### config.mk
export PLATFORM = sky130hd
export DESIGN_NAME = mandel_pixel_scheduler
export DESIGN_NICKNAME = d
export VERILOG_FILES = /design/src/rtl/mandel_pixel_scheduler.sv
export SDC_FILE = /design/constraint.sdc
export NUM_CORES = 1
export LEC_CHECK = 0
export CAP_MARGIN = 20
export CORE_UTILIZATION = 50
export CTS_BUF_LIST = sky130_fd_sc_hd__clkbuf_4 sky130_fd_sc_hd__clkbuf_8
export DETAILED_ROUTE_END_ITERATION = 8
export DONT_BUFFER_PORTS = 1
export PLACE_DENSITY_LB_ADDON = 0.05
export SLEW_MARGIN = 20
export SYNTH_ARGS = -nofsm -noshare
export SYNTH_HDL_FRONTEND = slang
export SYNTH_SLANG_ARGS = --single-unit
### constraint.sdc
create_clock -name CLOCK_50 -period 4.6 [get_ports CLOCK_50]
set_clock_uncertainty 0.15 [all_clocks]
set_input_delay 0.23 -clock CLOCK_50 [delete_from_list [all_inputs] [get_ports CLOCK_50]]
set_output_delay 0.23 -clock CLOCK_50 [all_outputs]
set_load 0.02 [all_outputs]
### src/rtl/mandel_pixel_scheduler.sv
// Frame scheduler: walks the visible raster handing pixel jobs round-robin to idle engines, and funnels results round-robin onto the framebuffer write port.
// Latency: job grant is combinational; result accept -> fb_we is 1 cycle; frame_done follows the final accept by 2 cycles.
// Backpressure: jobs go only to engines raising job_ready; results wait in their engine until granted via res_ready.
module mandel_pixel_scheduler #(
  parameter int H_VISIBLE = 640,
  parameter int V_VISIBLE = 480,
  parameter int N_ENG     = 4,
  parameter int ADDR_W    = 19
) (
  input  logic                    CLOCK_50,
  input  logic                    RESET,
  input  logic                    start,
  output logic                    busy,
  output logic                    frame_done,
  input  logic [N_ENG-1:0]        job_ready,
  output logic [N_ENG-1:0]        job_valid,
  output logic [9:0]              job_x,
  output logic [9:0]              job_y,
  output logic [ADDR_W-1:0]       job_addr,
  input  logic [N_ENG-1:0]        res_valid,
  output logic [N_ENG-1:0]        res_ready,
  input  logic [N_ENG*ADDR_W-1:0] res_addr,
  input  logic [N_ENG*8-1:0]      res_data,
  output logic                    fb_we,
  output logic [ADDR_W-1:0]       fb_waddr,
  output logic [7:0]              fb_wdata
);
  localparam int PTR_W = (N_ENG > 1) ? $clog2(N_ENG) : 1;
  localparam int OUT_W = $clog2(N_ENG + 1);
  localparam logic [PTR_W-1:0] LAST_ENG = PTR_W'(N_ENG - 1);
  localparam logic [OUT_W-1:0] OUT_MAX  = OUT_W'(N_ENG);
  localparam logic [9:0]       X_LAST   = 10'(H_VISIBLE - 1);
  localparam logic [9:0]       Y_LAST   = 10'(V_VISIBLE - 1);

  typedef enum logic [2:0] {IDLE, DISPATCH, DRAIN, FLUSH, DONE} state_t;

  state_t           state, state_nxt;
  logic [PTR_W-1:0] disp_ptr, res_ptr;
  logic [OUT_W-1:0] outstanding, outstanding_nxt;
  logic [PTR_W:0]   disp_pick, res_pick;   // {found, engine index}
  logic             dispatch, accept, last_pixel;
  logic [ADDR_W-1:0] acc_addr;
  logic [7:0]       acc_data;

  // First requester at or after ptr, walking the engines cyclically.
  function automatic logic [PTR_W:0] rr_pick(input logic [N_ENG-1:0] req,
                                             input logic [PTR_W-1:0] ptr);
    logic [PTR_W:0]   r;
    logic [PTR_W-1:0] e;
    int               idx;
    r = '0;
    for (int k = N_ENG - 1; k >= 0; k--) begin
      idx = (int'(ptr) + k) % N_ENG;
      e   = PTR_W'(idx);
      if (req[e]) r = {1'b1, e};
    end
    return r;
  endfunction

  function automatic logic [PTR_W-1:0] ptr_after(input logic [PTR_W-1:0] g);
    return (g == LAST_ENG) ? '0 : g + PTR_W'(1);
  endfunction

  // Job and result arbitration; the two sides are independent of each other.
  always_comb begin
    disp_pick  = rr_pick(job_ready, disp_ptr);
    res_pick   = rr_pick(res_valid, res_ptr);
    dispatch   = (state == DISPATCH) && disp_pick[PTR_W] && (outstanding != OUT_MAX);
    accept     = ((state == DISPATCH) || (state == DRAIN)) && res_pick[PTR_W] &&
                 (outstanding != '0);
    job_valid  = '0;
    res_ready  = '0;
    if (dispatch) job_valid[disp_pick[PTR_W-1:0]] = 1'b1;
    if (accept)   res_ready[res_pick[PTR_W-1:0]]  = 1'b1;
    acc_addr   = res_addr[res_pick[PTR_W-1:0]*ADDR_W +: ADDR_W];
    acc_data   = res_data[res_pick[PTR_W-1:0]*8 +: 8];
    last_pixel = (job_x == X_LAST) && (job_y == Y_LAST);
    outstanding_nxt = outstanding;
    if (dispatch && !accept)      outstanding_nxt = outstanding + OUT_W'(1);
    else if (accept && !dispatch) outstanding_nxt = outstanding - OUT_W'(1);
  end

  // Frame sequencing: next state plus busy / frame_done decode.
  always_comb begin
    state_nxt  = state;
    busy       = 1'b1;
    frame_done = 1'b0;
    case (state)
      IDLE: begin
        busy = 1'b0;
        if (start) state_nxt = DISPATCH;
      end
      DISPATCH: if (dispatch && last_pixel) state_nxt = DRAIN;
      DRAIN:    if (outstanding_nxt == '0) state_nxt = FLUSH;
      FLUSH:    state_nxt = DONE;
      DONE: begin
        frame_done = 1'b1;
        state_nxt  = IDLE;
      end
      default:  state_nxt = IDLE;
    endcase
  end

  // State register.
  always_ff @(posedge CLOCK_50 or posedge RESET) begin
    if (RESET) state <= IDLE;
    else       state <= state_nxt;
  end

  // Raster walk: cleared while idle, advanced once per dispatched job.
  always_ff @(posedge CLOCK_50 or posedge RESET) begin
    if (RESET) begin
      job_x    <= '0;
      job_y    <= '0;
      job_addr <= '0;
    end else if (state == IDLE) begin
      job_x    <= '0;
      job_y    <= '0;
      job_addr <= '0;
    end else if (dispatch) begin
      job_addr <= job_addr + ADDR_W'(1);
      if (job_x == X_LAST) begin
        job_x <= '0;
        job_y <= job_y + 10'd1;
      end else begin
        job_x <= job_x + 10'd1;
      end
    end
  end

  // Round-robin pointers and in-flight job count.
  always_ff @(posedge CLOCK_50 or posedge RESET) begin
    if (RESET) begin
      disp_ptr    <= '0;
      res_ptr     <= '0;
      outstanding <= '0;
    end else begin
      if (dispatch) disp_ptr <= ptr_after(disp_pick[PTR_W-1:0]);
      if (accept)   res_ptr  <= ptr_after(res_pick[PTR_W-1:0]);
      outstanding <= (state == IDLE) ? '0 : outstanding_nxt;
    end
  end

  // Framebuffer write port: the accepted result lands one cycle later.
  always_ff @(posedge CLOCK_50 or posedge RESET) begin
    if (RESET) begin
      fb_we    <= 1'b0;
      fb_waddr <= '0;
      fb_wdata <= '0;
    end else begin
      fb_we <= accept;
      if (accept) begin
        fb_waddr <= acc_addr;
        fb_wdata <= acc_data;
      end
    end
  end
endmodule

**Word-level counts from Yosys, hierarchy flattened**

Cells that the tools add are included.

- Memory bits (writable): 0
- Word-level logic and storage cells: 119
- Output and inout port bits: 77
- Memories: 0
- Input bits: 119
- Register bits after elaboration: 77
- Bits in latches: 0
- ROM bits: 0

- Shift-type cells: 2
- Multipliers: 1
- Div/mod/pow operators: 0
- Bitwise logic cells: 0
- $lt $le $gt $ge: 12
- $add $sub $neg: 13
- Equality and inequality tests: 12
- Reduce and logical (&&, ||, !) cells: 20
- Multiplexer cells: 49

Operators by type and width:

| kind | count |
|---|---|
| variable part select 76 x 8 -> 19 bit | 1 |
| 2-to-1 mux 10 bit | 6 |
| 2-to-1 mux 3 bit | 14 |
| 2-to-1 mux 19 bit | 2 |
| variable part select 32 x 6 -> 8 bit | 1 |
| < comparator 2 x 3 -> 1 bit (second input constant) | 10 |
| adder 10 x 1 -> 10 bit (second input constant) | 2 |
| adder 19 x 1 -> 19 bit (second input constant) | 1 |
| binary-select mux 1 bit (select 2 bit) | 8 |
| 2-to-1 mux 1 bit | 12 |
| one-hot mux 3 bit (4 select lines) | 1 |
| equality test 10 bit (second input constant) | 1 |
| equality test 10 x 9 -> 1 bit (second input constant) | 1 |
| logical AND 1 bit | 10 |
| adder 2 x 1 -> 2 bit (second input constant) | 4 |
| adder 2 bit (second input constant) | 4 |
| 2-to-1 mux 4 bit | 2 |
| multiplier 2 x 5 -> 7 bit (second input constant) | 1 |
| equality test 3 x 2 -> 1 bit (second input constant) | 2 |
| zero test 3 bit | 2 |
| demux 1 bit (select 2 bit) | 2 |
| equality test 2 bit (second input constant) | 2 |
| greater-or-equal comparator 2 x 1 -> 1 bit (second input constant) | 2 |
| 2-to-1 mux 2 bit | 2 |
| 13 further kinds | 16 |

**Longest topological paths before layout**

- Depth after elaboration: 16
- Depth in mapped cells: 9
- Mapped depth without buffers: 8

**Least setup slack after synthesis**

Ideal clock, no wire load.

- Path type: reg-to-reg
- From: register outstanding[0]
- To: register state[0]
- Data arrival time: 1.891 ns
- Data required time: 4.325 ns
- Path slack: 2.433 ns
- Path buffers: 1
- Stages on the path, launching flop included: 9
- Setup time: 0.125 ns
- Clock period less this slack: 2.167 ns
- Path through: dfrtp_1 > inv_1 > ha_1 > nor2b_1 > or4_1 > buf_6 > and3_4 > o31ai_1 > nor3_2

- Word-level cells in the longest chain between the ends: 9
- Elaborated cells between the ends (all ways): 17
- Classes of those cells: 2 x add/sub; 3 x eq/ne; 2 x mux; 10 x reduce/logical

Ends and longest elaborated chain:

| item | line | source |
|---|---|---|
| start: declaration | 39 | `logic [OUT_W-1:0] outstanding, outstanding_nxt;` |
| start signal: assignment | 140 | `outstanding <= (state == IDLE) ? '0 : outstanding_nxt;` |
| parallel branches: the longest is 8 deep, another holds subtractor 3 x 1 -> 3 bit | n/a |  |
| AND reduction 3 bit (no line) (*) | n/a |  |
| end signal: assignment | 107 | `else state <= state_nxt;` |
| end: declaration | 37 | `state_t state, state_nxt;` |

Mark *: on every way between the ends.
A chain may end at the register's enable or synchronous reset.

**Final worst setup path**

- From: register res_ptr[0]
- To: register fb_waddr[6]

- Word-level cells in the longest chain between the ends: 9
- Elaborated cells between the ends (all ways): 19
- Classes of those cells: 3 x add/sub; 1 x mul; 1 x shift; 12 x mux; 2 x reduce/logical

Ends and longest elaborated chain:

| item | line | source |
|---|---|---|
| start: declaration | 38 | `logic [PTR_W-1:0] disp_ptr, res_ptr;` |
| start signal: assignment | 139 | `if (accept) res_ptr <= ptr_after(res_pick[PTR_W-1:0]);` |
| adder 2 bit | 53 | `idx = (int'(ptr) + k) % N_ENG;` |
| binary-select mux 1 bit (select 2 bit) | 55 | `if (req[e]) r = {1'b1, e};` |
| 2-to-1 mux 1 bit (not written as such) | 55 |  |
| 2-to-1 mux 3 bit (3 in a row) | 55 |  |
| 2-to-1 mux 3 bit (*) | 55 |  |
| multiplier 2 x 5 -> 7 bit / logical AND 1 bit (equally long branches) | 75, 69 |  |
| variable part select 76 x 8 -> 19 bit / logical AND 1 bit (equally long branches) | 75, 69 |  |
| end signal: assignment | 153 | `fb_waddr <= acc_addr;` |
| end: declaration | 25 | `output logic [ADDR_W-1:0] fb_waddr,` |

Mark *: on every way between the ends. The rest lies on a longest branch, timed or not. The select of a mux whose other input is x is not followed.

==> results summary <==
The number of antenna violations at the first check in global routing came out at 0. The filler-free cell count of the finished design came out at 681. The clock edge transition at the registers on the reported setup and hold paths came out at 80 ps.

Entering global routing, the biggest net connects 58 pins. In this run the static leakage power is 2.52 nW. In the global route stage, overall resource usage came out at 26.1%. The placeable core region is 0.00924 mm^2.

The relative max-transition margin came out at 41.6%. The number of design-rule violations left by the first detailed-router iteration is 175. The net count of the finished layout is 680.

The worst-case setup margin in the final layout is 1130 ps. The minimum period implied by the final worst setup slack came out at 3470 ps. The fraction of registers with async set or reset after synthesis came out at 100%. The detailed-routing iteration count for the pre-antenna-repair pass is 4. The via count of the first global-routing pass came out at 3982. The count of final hold-check violations was 0.

Summed over all layers, the routed wires come to 12.9 mm. The final route contains 3983 vias. The transition time at the pin with the least slew margin came out at 875 ps.

During I/O placement, the number of pins put on the boundary was 196. STA puts the critical path data arrival time at 3550 ps. The HPWL reported at the end of detailed placement came out at 8.38 mm.

The H-tree depth came out at 3. The count of input and output buffers came out at 0. The per-instance average area after synthesis is 9.92 um^2.

The number of vias per cell after detailed routing is 5.85. Dividing total power by cell area gives a power density of 595 mW/mm^2. The maximum fanout encountered on the critical timing path is 53. The post-detailed-route wirelength per cell came out at 18.9 um. The synthesis-to-layout area growth came out at 22.3%. STA classifies the critical path startpoint as a flip-flop.

The post-synthesis instance area is 0.00478 mm^2. The aggregate negative setup slack is 0 ps. After technology mapping, the gate count stands at 482. The part of the total power dissipated in the clock network came out at 17.8%.

The total instance count after detailed placement came out at 589. Once the clock tree was built, the setup fixing pass inserted 0 buffers. The net switching component of the power came out at 1.49 mW. The sequential area share after synthesis came out at 40.3%. The cell row count is 35.

After synthesis, the largest area contributor takes up 40.3% of total cell area. The area of the die came out at 0.00996 mm^2. The later pin in the worst-skew pair is clocked with a latency of 360 ps.

The combinational share of power is 42.8%. The number of clock buffers added by TritonCTS is 9. TritonCTS built the clock tree. The required time of the critical path came out at 4680 ps. Setup repair after global routing left no endpoint under its margin. The commonest register cell after synthesis is sky130_fd_sc_hd__dfrtp_1. After layout, the worst path uses 75.5% of the clock period. The path class of the tightest hold or removal check is in2reg. In this run the clock root is driven by a sky130_fd_sc_hd__clkbuf_8. After synthesis, the netlist uses 56 different library cells. The number of max-slew violations in the final report is 0. Ranked by instance count, the synthesized netlist is headed by sky130_fd_sc_hd__dfrtp_1 (77), sky130_fd_sc_hd__mux2i_1 (57), sky130_fd_sc_hd__nand2_1 (53), sky130_fd_sc_hd__nor2_1 (38). The register bit total from synthesis is 77. The worst setup path is captured at a flip-flop.

The total clock sinks came out at 77. The wire length of the first global-routing pass is 20.2 mm. Net switching is 42.9% of the power. Yosys attributes the largest share of cell area to sky130_fd_sc_hd__dfrtp_1 (40%), sky130_fd_sc_hd__mux2i_1 (12%), sky130_fd_sc_hd__o221ai_2 (6.6%), sky130_fd_sc_hd__nand2_1 (4.2%), sky130_fd_sc_hd__ha_1 (3.7%). In the routed design, unresolved DRC markers number 0. After filler insertion, the fill cell instance count of the layout stands at 739. The starting density of the core is 51.7%. The synthesized net count came out at 615. The remaining number of nets flagged by the antenna check after routing is 0.

The placer congestion estimate is 0.839. Max-cap violations in this run came to 0. The horizontal die dimension came out at 99.8 um. The critical path is of the reg2reg type. The number of failing setup endpoints in the final timing report came out at 0.

The clock passes through at most 2 buffers. The multi-input logic area is 0.00262 mm^2. The count of antenna diodes in the layout is 0. The layout cell share with drive strength beyond 1 is 11.1%. The number of flops mapped to enable cells by yosys is 0. The flow ran to the end, and the final reports show no timing, DRC or antenna violations. The synthesis warning total came out at 0. After global routing the overflow that remains totals 0.

The floorplan step set the die height to 99.8 um. The maximum operating frequency is 288 MHz. In the final layout, flip-flops and latches occupy 0.00193 mm^2.

The leading cell type by number of instances after synthesis is sky130_fd_sc_hd__dfrtp_1. At the placement stage, the worst setup path has a slack of 1710 ps. The top cell type by total area after synthesis is sky130_fd_sc_hd__dfrtp_1. The cell-internal power came out at 1.99 mW. IR analysis of the VDD net gives a maximum drop of 0.362 mV. The final worst hold slack came out at 11.0 ps.

Per report_power, the sequential group accounts for 39.4% of the total.
==> layout by cell type, fill, tap and decap left out, types with 4 or more instances in the layout <==
cell                            instances
sky130_fd_sc_hd__dfrtp_1               77
sky130_fd_sc_hd__ha_1                  14
sky130_fd_sc_hd__dlygate4sd3_1         76
sky130_fd_sc_hd__nor2b_1                5
sky130_fd_sc_hd__nor3_1                14
sky130_fd_sc_hd__buf_4                  5
sky130_fd_sc_hd__nor4_1                 4
sky130_fd_sc_hd__nand2_1               53
sky130_fd_sc_hd__mux2i_1               57
sky130_fd_sc_hd__o221ai_1               7
sky130_fd_sc_hd__inv_1                 20
sky130_fd_sc_hd__o221ai_2              21
sky130_fd_sc_hd__a21oi_1               14
sky130_fd_sc_hd__and3_1                 7
sky130_fd_sc_hd__clkbuf_8               9
sky130_fd_sc_hd__xor2_1                 8
sky130_fd_sc_hd__and2_1                10
sky130_fd_sc_hd__nand3_1               14
sky130_fd_sc_hd__xnor2_1               16
sky130_fd_sc_hd__nor2_1                38
sky130_fd_sc_hd__o21ai_0               16
sky130_fd_sc_hd__nand4_1               14
==> cells by family after synthesis <==
family,after synthesis,share of synthesized area [%]
simple gates,182,19.8
compound gates,79,14.5
flops,77,40.3
mux,57,11.9
buf+inv,49,5.37
xor+xnor,24,4.40
fa+ha+maj,14,3.66
==> final timing paths <==
kind | startpoint | to | cells after the start | slack (ps)
setup / recovery | res_ptr[0]$_DFFE_PP0P_ | fb_waddr[6]$_DFFE_PP0P_ | 8 | 1130
hold / removal | res_addr[11] | fb_waddr[11]$_DFFE_PP0P_ | 2 | 10
setup reg to reg | res_ptr[0]$_DFFE_PP0P_ | fb_waddr[6]$_DFFE_PP0P_ | 8 | 1130
hold reg to reg | res_ptr[0]$_DFFE_PP0P_ | res_ptr[0]$_DFFE_PP0P_ | 2 | 380
max in group asynchronous | RESET | job_addr[4]$_DFFE_PP0P_ | 3 | 3090
min in group asynchronous | RESET | job_addr[15]$_DFFE_PP0P_ | 2 | 140
==> layer usage <==
metal | wire, um | vias to the layer above | part of all wire (%) | GRT usage (%)
li1 | - | 1867 | - | -
met1 | 5110 | 1913 | 40 | 30.6
met2 | 6320 | 176 | 49 | 44.5
met3 | 1090 | 27 | 8.5 | 7.45
met4 | 372 | 0 | 2.9 | 11.8
met5 | 0 | - | 0 | 0
==> state kept, by name, indices dropped and copies added, names as in the netlist <==
| register | count |
|---|---|
| fb_wdata | 8 |
| outstanding | 3 |
| job_x | 10 |
| fb_we | 1 |
| res_ptr | 2 |
| fb_waddr | 19 |
| disp_ptr | 2 |
| state | 3 |
| job_addr | 19 |
| job_y | 10 |
==> metrics by stage <==
stage / area (um^2) / power, mW / utilization, %
2_1_floorplan: 4780 / 2.34 / -
3_3_place_gp: 4840 / 2.51 / 52.4
3_5_place_dp: 4840 / 2.54 / 52.4
4_1_cts: 5850 / 3.46 / 63.3
5_1_grt: 5850 / 3.70 / 63.3
6_report: 5850 / 3.48 / 63.3
==> power groups by stage <==
stage	Combinational [mW]	Clock, mW	Sequential, mW
finish	1.49	0.621	1.37
global route	1.64	0.661	1.40
CTS	1.46	0.636	1.36
detailed placement	1.17	0	1.38
global placement	1.14	0	1.37
floorplan	1.04	0	1.29
==> area by class of cell <==
cell class | count | area share (%)
multi-input cells | 356 | 44.8
clock inverters | 7 | 2.12
well taps | 129 | 2.76
repair buffers | 81 | 13.6
flip-flops and latches | 77 | 32.9
inverters | 22 | 1.65
clock buffers | 9 | 2.12
==> repair_timing <==
action	CTS	global route
hold endpoints to repair	47	0
hold buffers	76	0
endpoints found under the setup margin	0	0
gates resized for setup	0	0
==> critical path, stage by stage (launching register included) <==
cell                            delay (ps)
sky130_fd_sc_hd__dfrtp_1               400
sky130_fd_sc_hd__nor2b_1               150
sky130_fd_sc_hd__o21ai_0               150
sky130_fd_sc_hd__o31ai_4               120
sky130_fd_sc_hd__buf_4                 710
sky130_fd_sc_hd__mux2i_1               280
sky130_fd_sc_hd__dlygate4sd3_1         620
sky130_fd_sc_hd__o221ai_2              110
sky130_fd_sc_hd__dlygate4sd3_1         590
Power figures use the tool's default switching activity.
